[config.mk]
export PLATFORM = sky130hd
export DESIGN_NAME = crc_engine
export DESIGN_NICKNAME = d
export VERILOG_FILES = /design/src/rtl/crc_engine.sv
export SDC_FILE = /design/constraint.sdc
export NUM_CORES = 1
export LEC_CHECK = 0
export ABC_AREA = 1
export BUFFER_PORTS_ARGS = -buffer_cell sky130_fd_sc_hd__buf_4
export CORE_MARGIN = 2
export CORE_UTILIZATION = 50
export DETAILED_ROUTE_END_ITERATION = 8
export MAX_ROUTING_LAYER = met4
export PLACE_DENSITY = 0.7
export SYNTH_ARGS = -nofsm -noshare
export SYNTH_HDL_FRONTEND = slang
export SYNTH_SLANG_ARGS = --single-unit
[constraint.sdc]
create_clock -name clk -period 4.6 [get_ports clk]
set_clock_uncertainty 0.2 [all_clocks]
set_input_delay 0.23 -clock clk [delete_from_list [all_inputs] [get_ports clk]]
set_output_delay 0.23 -clock clk [all_outputs]
set_load 0.01 [all_outputs]
[src/rtl/crc_engine.sv]
// Parallel CRC generator/checker: DATA_W bits per beat, any polynomial/init/reflection/xor-out,
// registered result with its own valid/ready handshake and a residue-match flag.
module crc_engine #(
    parameter int          CRC_W       = 32,
    parameter int          DATA_W      = 8,
    parameter logic [31:0] POLY        = 32'h04C11DB7,
    parameter logic [31:0] INIT        = 32'hFFFFFFFF,
    parameter bit          REFLECT_IN  = 1'b1,
    parameter bit          REFLECT_OUT = 1'b1,
    parameter logic [31:0] XOR_OUT     = 32'hFFFFFFFF,
    parameter logic [31:0] CHECK       = 32'h2144DF1C
) (
    input  logic              clk,
    input  logic              res,
    input  logic [DATA_W-1:0] data_in,
    input  logic              data_valid,
    input  logic              data_last,
    output logic              data_ready,
    output logic [CRC_W-1:0]  crc_out,
    output logic              crc_valid,
    input  logic              crc_ready,
    output logic              crc_match
);
    localparam logic [CRC_W-1:0] POLY_W  = POLY[CRC_W-1:0];
    localparam logic [CRC_W-1:0] INIT_W  = INIT[CRC_W-1:0];
    localparam logic [CRC_W-1:0] XOR_W   = XOR_OUT[CRC_W-1:0];
    localparam logic [CRC_W-1:0] CHECK_W = CHECK[CRC_W-1:0];

    typedef enum logic {ACCUM = 1'b0, DONE = 1'b1} state_t;

    state_t           state, state_nxt;
    logic [CRC_W-1:0] crc_reg, crc_nxt, crc_fin;
    logic             beat_xfer, res_xfer;

    // DATA_W-fold unrolled LFSR step; bit order within the beat follows REFLECT_IN.
    always_comb begin
        logic [CRC_W-1:0] c;
        logic             bit_in;
        logic             fb;
        c      = crc_reg;
        bit_in = 1'b0;
        fb     = 1'b0;
        for (int i = 0; i < DATA_W; i++) begin
            bit_in = REFLECT_IN ? data_in[i] : data_in[DATA_W-1-i];
            fb     = c[CRC_W-1] ^ bit_in;
            c      = {c[CRC_W-2:0], 1'b0} ^ (fb ? POLY_W : '0);
        end
        crc_nxt = c;
    end

    always_comb begin
        crc_fin = crc_nxt;
        if (REFLECT_OUT) begin
            for (int k = 0; k < CRC_W; k++) crc_fin[k] = crc_nxt[CRC_W-1-k];
        end
        crc_fin = crc_fin ^ XOR_W;
    end

    // Handshakes: a beat moves when data_valid && data_ready, a result moves when
    // crc_valid && crc_ready; neither side may make valid depend on its ready.
    always_ff @(posedge clk) begin
        if (res) state <= ACCUM;
        else     state <= state_nxt;
    end

    always_comb begin
        state_nxt  = state;
        data_ready = (state == ACCUM);
        beat_xfer  = data_valid && data_ready;
        res_xfer   = crc_valid && crc_ready;
        case (state)
            ACCUM:   if (beat_xfer && data_last) state_nxt = DONE;
            DONE:    if (res_xfer)               state_nxt = ACCUM;
            default: state_nxt = ACCUM;
        endcase
    end

    always_ff @(posedge clk) begin
        if (res) begin
            crc_reg   <= INIT_W;
            crc_out   <= '0;
            crc_match <= 1'b0;
            crc_valid <= 1'b0;
        end else begin
            if (beat_xfer) begin
                if (data_last) begin
                    crc_out   <= crc_fin;
                    crc_match <= (crc_fin == CHECK_W);
                    crc_valid <= 1'b1;
                    crc_reg   <= INIT_W;
                end else begin
                    crc_reg <= crc_nxt;
                end
            end
            if (state == DONE && res_xfer) crc_valid <= 1'b0;
        end
    end
endmodule

==> results of run 1 <==
[worst reg2reg max path, cell delays in order, from the launching register on]
cell,delay (ns)
dfxtp_1,0.33
inv_2,0.06
nand2_1,0.04
buf_4,0.24
inv_2,0.32
nand2_1,0.42
inv_2,0.67
o21ai_0,0.14
or2_2,0.33
inv_1,0.05
[area by class of cell]
class	count	area [µm²]
Fill cell	736	3040
Multi-Input combinational cell	431	2190
Clock buffer	10	138
Inverter	73	274
Sequential cell	67	1340
Tap cell	102	128
Clock inverter	6	111
Timing Repair Buffer	51	388
[stage by stage]
stage | power (mW) | utilization [%]
floorplan | 1.09 | -
global placement | 1.28 | 56.5
detailed placement | 1.29 | 56.5
CTS | 1.90 | 60.1
global route | 2.00 | 60.1
finish | 1.90 | 60.1
[cells in the mapped netlist (all sizes together)]
cell    number
clkbuf      10
dfxtp       67
o21a         3
nand2      250
xnor3        1
o21bai       7
o21ai       41
clkinv       1
nor2        18
nand3       37
or2          2
buf          7
a21oi       34
xor2        14
a31oi        2
ha           1
inv         72
xnor2        2
o211ai      19
[layer usage]
layer	vias to the layer above	part of all wire [%]	wire (µm)	global-route usage [%]
met1	1702	48	5060	36.5
met2	114	43	4580	39.1
met5	-	0	0	-
li1	1942	-	-	-
met3	21	6.6	700	4.60
met4	0	1.9	195	8.33
[power breakdown]
| group | leakage, nW | switching (mW) | internal [mW] |
|---|---|---|---|
| registers | 0.553 | 0.0355 | 0.634 |
| clock network | 0.123 | 0.233 | 0.376 |
| logic | 1.80 | 0.420 | 0.199 |
| total | 2.48 | 0.688 | 1.21 |
[cell families (layout without fill, tap and decap cells)]
family,Yosys count,count (layout),synth area share [%]
and+or+nand+nor,307,307,35.8
AOI/OAI and AO/OA,106,106,15.6
buffers and inverters,90,140,8.91
DFF,67,67,34.6
xor gates and xnor gates,17,17,4.78
adders and majority gates,1,1,0.323
[worst paths after layout]
| kind | start | to | slack (ns) | cells past startpoint |
|---|---|---|---|---|
| setup reg to reg | state | crc_out[0] | 1.74 | 9 |
| setup / recovery | state | crc_out[0] | 1.74 | 9 |
| hold reg to reg | crc_match | crc_match | 0.28 | 2 |
| hold / removal | data_valid | crc_reg[21] | 0.27 | 4 |
==> results.py, run 1 <==
metrics = {
    "timing": {
        "finalSetupViolCount": 0,
        "finalSetupTns_ns": 0,
        "worst_pin_slew_ns": 0.811,
        "relSlewSlack_pct": 45.9,
        "rsz0062_at_grt": "no",
        "period_share_pct": 62.1,
        "max_freq_ghz": 0.350,
        "worst_hold_slack_ns": 0.270,
        "slew_viol_final": 0,
        "finalWorstSetupSlack_ns": 1.74,
        "hold_violations": 0,
        "period_minus_slack_ns": 2.86,
    },
    "worst_setup_path": {
        "start_kind": "flop",
        "worstPathCellList": "inv_2 > nand2_1 > buf_4 > inv_2 > nand2_1 > inv_2 > o21ai_0 > or2_2 > inv_1",
        "max_stage_delay_ns": 0.66,
        "crit_top_cell": "inv_2",
        "cpMaxStageDelayCell": "inv_2",
        "path_max_fanout": 51,
        "path_class": "reg -> reg",
        "cp-end-kind": "flop",
        "cp.arrival_ns": 2.95,
        "crit_buf_inv": 5,
        "required_ns": 4.70,
        "crit_family": "buffers and inverters",
    },
    "grt": {
        "grt_pass1_vias": 3293,
        "grt_util_all_layers_pct": 26.3,
        "grt-ovfl-total": 0,
        "antenna_found_initial": 0,
        "grt_max_degree": 52,
        "grt_pass1_wl_mm": 16.7,
    },
    "finish": {
        "layout_commonest_cell": "nand2_1",
        "drive_gt1_share_pct": 18.2,
        "finalNetCount": 647,
        "instances_no_fill": 740,
        "postLayoutCellArea_um2": 4570,
        "insertedDiodeCount": 0,
        "area_delta_synth_final_pct": 17.9,
        "final_cell_mix": "nand2_1, dfxtp_1, inv_1, buf_4, o21ai_0",
    },
    "detailed_routing": {
        "vias": 3779,
        "drt_wl_total_mm": 10.5,
        "wl_per_cell_um": 14.2,
        "dr.pass1.iters": 5,
        "via_per_inst": 5.11,
        "first_iter_violations": 295,
        "ant_nets": 0,
        "drc": 0,
    },
    "clock_network": {
        "hold_buffers": 2,
        "cts_resized": 0,
        "clkSinkCount": 67,
        "clockBufferDepth": 2,
        "cts_buffers": 9,
        "path_clk_slew_ns": 0.08,
        "post-cts-setup-buffers": 0,
        "clkLatencyLatePin_ns": 0.34,
        "cts_root_buffer": "clkbuf_8",
        "cts_tree": "yes",
        "h-tree-depth": 3,
    },
    "synth": {
        "syn_avg_cell_area_um2": 6.59,
        "yosys-top-cells-area": "dfxtp_1, nand2_1, inv_1",
        "synth_cell_types": 27,
        "synth_area_um2": 3880,
        "synth_area_leader_cell": "dfxtp_1",
        "syn_nets": 602,
        "ys_seq_area_share_pct": 34.6,
        "synth_seq_cells": 67,
        "ys_warn_count": 0,
        "netlist.area_leader.share_pct": 34.6,
        "synthCells": 588,
    },
    "placement": {
        "hpwl_mm": 7.85,
        "placed_area_um2": 4300,
        "placed_cells": 722,
        "port_buffers": 47,
        "place_ws_ns": 1.75,
        "gp_congestion": 0.913,
    },
    "power_and_ir_drop": {
        "ir_drop_mv": 0.283,
        "p_per_area_nw_per_um2": 415,
        "leakagePower_nw": 2.48,
    },
    "job": {
        "max-cap-violations": 0,
    },
    "die": {
        "core_um2": 7610,
        "start_util_pct": 51.0,
        "pin_count": 48,
        "die_w_um": 92.0,
        "die_h_um": 92.0,
        "rows": 32,
        "dieArea_um2": 8470,
    },
    "worst_hold_path": {
        "min_path_type": "in -> reg",
    },
    "run_status": {
        "outcome": "finished clean",
    },
}
Note: power is estimated with default switching activity, not from simulation.
==> run 2, diff against run 1 <==
PLACE_DENSITY = 0.73   (was 0.7)
clock period = 2.6 ns   (was 4.6 ns; I/O delays follow)
==> results.py, run 2 (synthesis gave the netlist of run 1 again) <==
metrics = {
    "clock_network": {
        "clkSinkCount": 67,
        "cts_root_buffer": "clkbuf_8",
        "path_clk_slew_ns": 0.08,
        "clkLatencyLatePin_ns": 0.35,
        "post-cts-setup-buffers": 0,
        "clockBufferDepth": 2,
        "cts_tree": "yes",
        "cts_buffers": 9,
        "h-tree-depth": 3,
    },
    "worst_setup_path": {
        "cp.arrival_ns": 2.23,
        "cpMaxStageDelayCell": "dfxtp_1",
        "crit_family": "simple AND/OR/NAND/NOR gates",
        "max_stage_delay_ns": 0.39,
        "cp-end-kind": "flop",
        "start_kind": "flop",
        "crit_buf_inv": 3,
        "required_ns": 2.69,
        "path_class": "reg -> reg",
        "worstPathCellList": "inv_2 > nand2_2 > nand2_4 > nand2_4 > inv_2 > nor2_4 > ha_1 > inv_1 > nor2_1 > nand2_1 > nor2_1 > nand2_1 > nor2_1 > nand2_1 > nor2_1 > nand3_1 > nand2_1",
        "path_max_fanout": 7,
    },
    "die": {
        "start_util_pct": 51.0,
        "core_um2": 7610,
        "dieArea_um2": 8470,
        "die_w_um": 92.0,
        "pin_count": 48,
        "rows": 32,
        "die_h_um": 92.0,
    },
    "timing": {
        "worst_pin_slew_ns": 0.478,
        "slew_viol_final": 0,
        "max_freq_ghz": 0.468,
        "relSlewSlack_pct": 67.9,
        "period_minus_slack_ns": 2.14,
        "finalSetupTns_ns": 0,
        "rsz0062_at_grt": "no",
        "period_share_pct": 82.2,
        "hold_violations": 0,
        "worst_hold_slack_ns": 0.0364,
        "finalSetupViolCount": 0,
    },
    "placement": {
        "placed_cells": 726,
        "hpwl_mm": 8.74,
        "gp_congestion": 0.939,
        "port_buffers": 47,
    },
    "grt": {
        "grt_pass1_vias": 3704,
        "grt_pass1_wl_mm": 19.2,
        "grt_util_all_layers_pct": 30.2,
        "met1_usage_pct": 40.4,
        "grt_util_met2_pct": 47.2,
        "antenna_found_initial": 0,
        "grt_busiest_layer": "met2",
        "grt-ovfl-total": 0,
        "grtUsageMet3_pct": 3.94,
        "grt_max_degree": 44,
    },
    "power_and_ir_drop": {
        "finalPower_mw": 3.29,
        "ir_drop_mv": 0.437,
        "p_per_area_nw_per_um2": 721,
        "leakagePower_nw": 2.48,
    },
    "worst_hold_path": {
        "min_path_type": "in -> reg",
    },
    "finish": {
        "drive_gt1_share_pct": 18.5,
        "insertedDiodeCount": 0,
        "instances_no_fill": 744,
        "finalNetCount": 651,
        "area_delta_synth_final_pct": 17.8,
        "layout_commonest_cell": "nand2_1",
        "final_cell_mix": "nand2_1, dfxtp_1, inv_1, buf_4, o21ai_0",
    },
    "detailed_routing": {
        "ant_nets": 0,
        "vias": 3941,
        "via_per_inst": 5.30,
        "wl_per_cell_um": 15.8,
        "drt_wl_total_mm": 11.7,
        "first_iter_violations": 318,
        "drc": 0,
        "dr.pass1.iters": 6,
    },
    "job": {
        "max-cap-violations": 0,
    },
    "run_status": {
        "outcome": "finished clean",
    },
}
[run 2: changes by cell type in the layout (fill, tap and decap cells not counted), sizes merged]
cell	change
clkinvlp	+1
buf	+4
bufinv	-1
[run 2: through the flow]
step	area, µm²	util [%]	worst slack [ns]
floorplan	3880	-	0.750
global placement	4330	56.9	0.565
detailed placement	4330	56.9	0.518
CTS	4570	60.0	0.485
global route	4570	60.0	0.278
finish	4570	60.0	0.463
[run 2: timing repair]
| item | 4_1_cts | 5_1_grt |
|---|---|---|
| resized for setup | 0 | 0 |
| hold buffers | 2 | 0 |
| setup endpoints to repair | 0 | 0 |
| hold endpoints to repair | 3 | 0 |
[run 2: path summary, 6_finish.rpt]
kind	slack [ns]	cells after the start	startpoint	endpoint
worst max-delay path	0.46	17	crc_reg[30]	crc_match
worst min register to register	0.28	2	crc_match	crc_match
worst max register to register	0.46	17	crc_reg[30]	crc_match
worst min-delay path	0.04	4	data_last	crc_out[30]
[run 2: where the power goes]
| part | leakage [nW] | switching [mW] | internal [mW] |
|---|---|---|---|
| Sequential | 0.553 | 0.0668 | 1.12 |
| Combinational | 1.82 | 0.773 | 0.357 |
| Clock | 0.103 | 0.432 | 0.542 |
| Total | 2.48 | 1.27 | 2.02 |
[run 2: layout make-up]
class,instances,area [µm²]
clock inverters,6,88.8
fillers,778,3040
clock buffers,10,128
multi-input cells,431,2190
repair buffers,55,418
well taps,102,128
inverters,73,274
flip-flops and latches,67,1340
[run 2: layer usage]
metal,vias to the layer above,routed length (µm),part of all wire (%)
met5,-,0,0
met4,0,316,2.7
met3,26,849,7.2
met2,158,5260,45
met1,1809,5290,45
li1,1948,-,-
[run 2: worst reg2reg max path: cells and delay by family, from the launching register on]
family | cells | cell delay, ns
buffers and inverters | 3 | 0.15
DFF | 1 | 0.39
and+or+nand+nor | 13 | 1.18
adders and majority gates | 1 | 0.18
==> run 3, diff against run 2 <==
PLACE_DENSITY = 0.7   (was 0.73)
clock period = 2 ns   (was 2.6 ns; I/O delays follow)
==> results.py, run 3 (synthesis gave the netlist of run 1 again) <==
metrics = {
    "run_status": {
        "outcome": "finished clean",
    },
    "grt": {
        "grt_pass1_vias": 3588,
        "grt_util_all_layers_pct": 29.4,
        "grt-ovfl-total": 0,
        "grt_max_degree": 44,
        "antenna_found_initial": 0,
        "grt_pass1_wl_mm": 18.6,
    },
    "placement": {
        "placed_area_um2": 4460,
        "hpwl_mm": 8.71,
        "port_buffers": 47,
        "gp_congestion": 0.958,
    },
    "clock_network": {
        "h-tree-depth": 3,
        "clockBufferDepth": 2,
        "cts_buffers": 9,
        "cts_tree": "yes",
        "clkSinkCount": 67,
        "clkLatencyLatePin_ns": 0.35,
        "cts_root_buffer": "clkbuf_8",
        "path_clk_slew_ns": 0.08,
    },
    "power_and_ir_drop": {
        "leakagePower_nw": 2.64,
        "swShare_pct": 36.5,
        "seqPwrFrac_pct": 32.9,
        "p_switching_mw": 1.72,
        "p_per_area_nw_per_um2": 953,
        "ir_drop_mv": 0.677,
        "combPwrFrac_pct": 35.9,
        "finalPower_mw": 4.71,
        "internal-power_mw": 2.99,
        "clockPowerShare_pct": 31.2,
    },
    "detailed_routing": {
        "via_per_inst": 5.09,
        "wl_per_cell_um": 15.1,
        "first_iter_violations": 264,
        "drc": 0,
        "dr.pass1.iters": 5,
        "ant_nets": 0,
        "vias": 3904,
        "drt_wl_total_mm": 11.6,
    },
    "timing": {
        "max_freq_ghz": 0.516,
        "period_minus_slack_ns": 1.94,
        "worst_pin_slew_ns": 0.415,
        "finalSetupViolCount": 0,
        "hold_violations": 0,
        "rsz0062_at_grt": "yes",
        "period_share_pct": 96.9,
        "slew_viol_final": 0,
        "relSlewSlack_pct": 72.2,
    },
    "worst_setup_path": {
        "cpMaxStageDelayCell": "dfxtp_2",
        "max_stage_delay_ns": 0.34,
        "required_ns": 2.09,
        "crit_buf_inv": 2,
        "cp-end-kind": "flop",
        "crit_family": "simple AND/OR/NAND/NOR gates",
        "crit_top_cell": "nand2_1",
        "start_kind": "flop",
        "path_class": "reg -> reg",
        "cp.arrival_ns": 2.03,
        "path_max_fanout": 9,
        "worstPathCellList": "inv_1 > nand2_1 > nand2_4 > nand2_4 > nand2_8 > inv_2 > nand2_1 > nand2_1 > nand2_1 > nand2_1 > nor2_1 > nand2_1 > nor2_1 > nand3_1 > nand2_1",
    },
    "die": {
        "rows": 32,
        "dieArea_um2": 8470,
        "die_h_um": 92.0,
        "die_w_um": 92.0,
        "pin_count": 48,
        "start_util_pct": 51.0,
        "core_um2": 7610,
    },
    "finish": {
        "drive_gt1_share_pct": 24.5,
        "area_delta_synth_final_pct": 27.4,
        "final_cell_mix": "nand2_1, buf_4, dfxtp_1, inv_1, o21ai_0",
        "layout_commonest_cell": "nand2_1",
        "nFillCells": 696,
        "finalNetCount": 674,
        "insertedDiodeCount": 0,
        "postLayoutCellArea_um2": 4940,
    },
    "worst_hold_path": {
        "min_path_type": "in -> reg",
    },
    "job": {
        "max-cap-violations": 0,
    },
}
run 3: cell types whose count changed in the layout (fill, tap and decap cells not counted), moves of 2 or more:
cell	delta
nor2_2	+2
buf_4	+21
dfxtp_1	-5
clkbuf_8	+2
xor2_4	+2
nand2_4	+4
nand2_8	+2
dfxtp_2	+5
nor2_1	-2
nand2_1	-7
xor2_1	-2
run 3: layer usage:
metal / track usage [%] / vias to the layer above / routed length, µm
met4: 9.70 / 0 / 184
met3: 3.94 / 15 / 556
li1: - / 2003 / -
met5: - / - / 0
met1: 39.3 / 1786 / 5560
met2: 46.3 / 100 / 5320
run 3: worst register-to-register path: stages (launching register included):
cell and delay (ns):
dfxtp_2 0.34, inv_1 0.07, nand2_1 0.08, nand2_4 0.17
nand2_4 0.11, nand2_8 0.14, inv_2 0.05, nand2_1 0.09
nand2_1 0.06, nand2_1 0.05, nand2_1 0.12, nor2_1 0.11
nand2_1 0.06, nor2_1 0.09, nand3_1 0.08, nand2_1 0.05
run 3: final timing paths:
check                           slack (ns)     endpoint   startpoint  cells past startpoint
worst max-delay path                  0.06    crc_match  crc_reg[28]                     15
worst min-delay path                   0.1  crc_out[30]   data_valid                      6
worst max register to register        0.06    crc_match  crc_reg[28]                     15
worst min register to register        0.28  crc_out[30]  crc_out[30]                      2
run 3: through the flow:
stage                     util, %  TNS (ns)  std cells  worst slack (ns)  hold slack (ns)
after global routing         64.9    -0.119        767            -0.119            0.141
after detailed placement     58.6         0        741            0.0174            0.113
final                        64.9         0        767            0.0612           0.0993
after floorplan                 -         0        588             0.150          -0.0309
after global placement       58.6  -0.00129        741          -0.00129            0.114
after CTS                    62.3         0        759            0.0209           0.0552
run 3: power groups by stage:
| stage | sequential, mW | combinational, mW | clock (mW) |
|---|---|---|---|
| after detailed placement | 1.57 | 1.53 | 0 |
| after CTS | 1.54 | 1.55 | 1.48 |
| after global placement | 1.57 | 1.51 | 0 |
| final | 1.55 | 1.69 | 1.47 |
| after floorplan | 1.58 | 0.936 | 0 |
| after global routing | 1.56 | 1.85 | 1.55 |
run 3: area by class of cell:
class	count	area [µm²]	share of cell area, %
multi-input combinational	431	2330	47.1
clock inverter	5	106	2.15
sequential	67	1350	27.3
clock buffer	11	151	3.06
timing repair buffer	78	606	12.3
tap	102	128	2.58
inverter	73	274	5.55
run 3: timing repair:
action / 4_1_cts / 5_1_grt
endpoints found under the hold margin: 3 / 1
setup buffers: 0 / 7
setup endpoints to repair: 1 / 7
gates resized for setup: 1 / 31
pin swaps: 0 / 7
hold buffers: 2 / 1
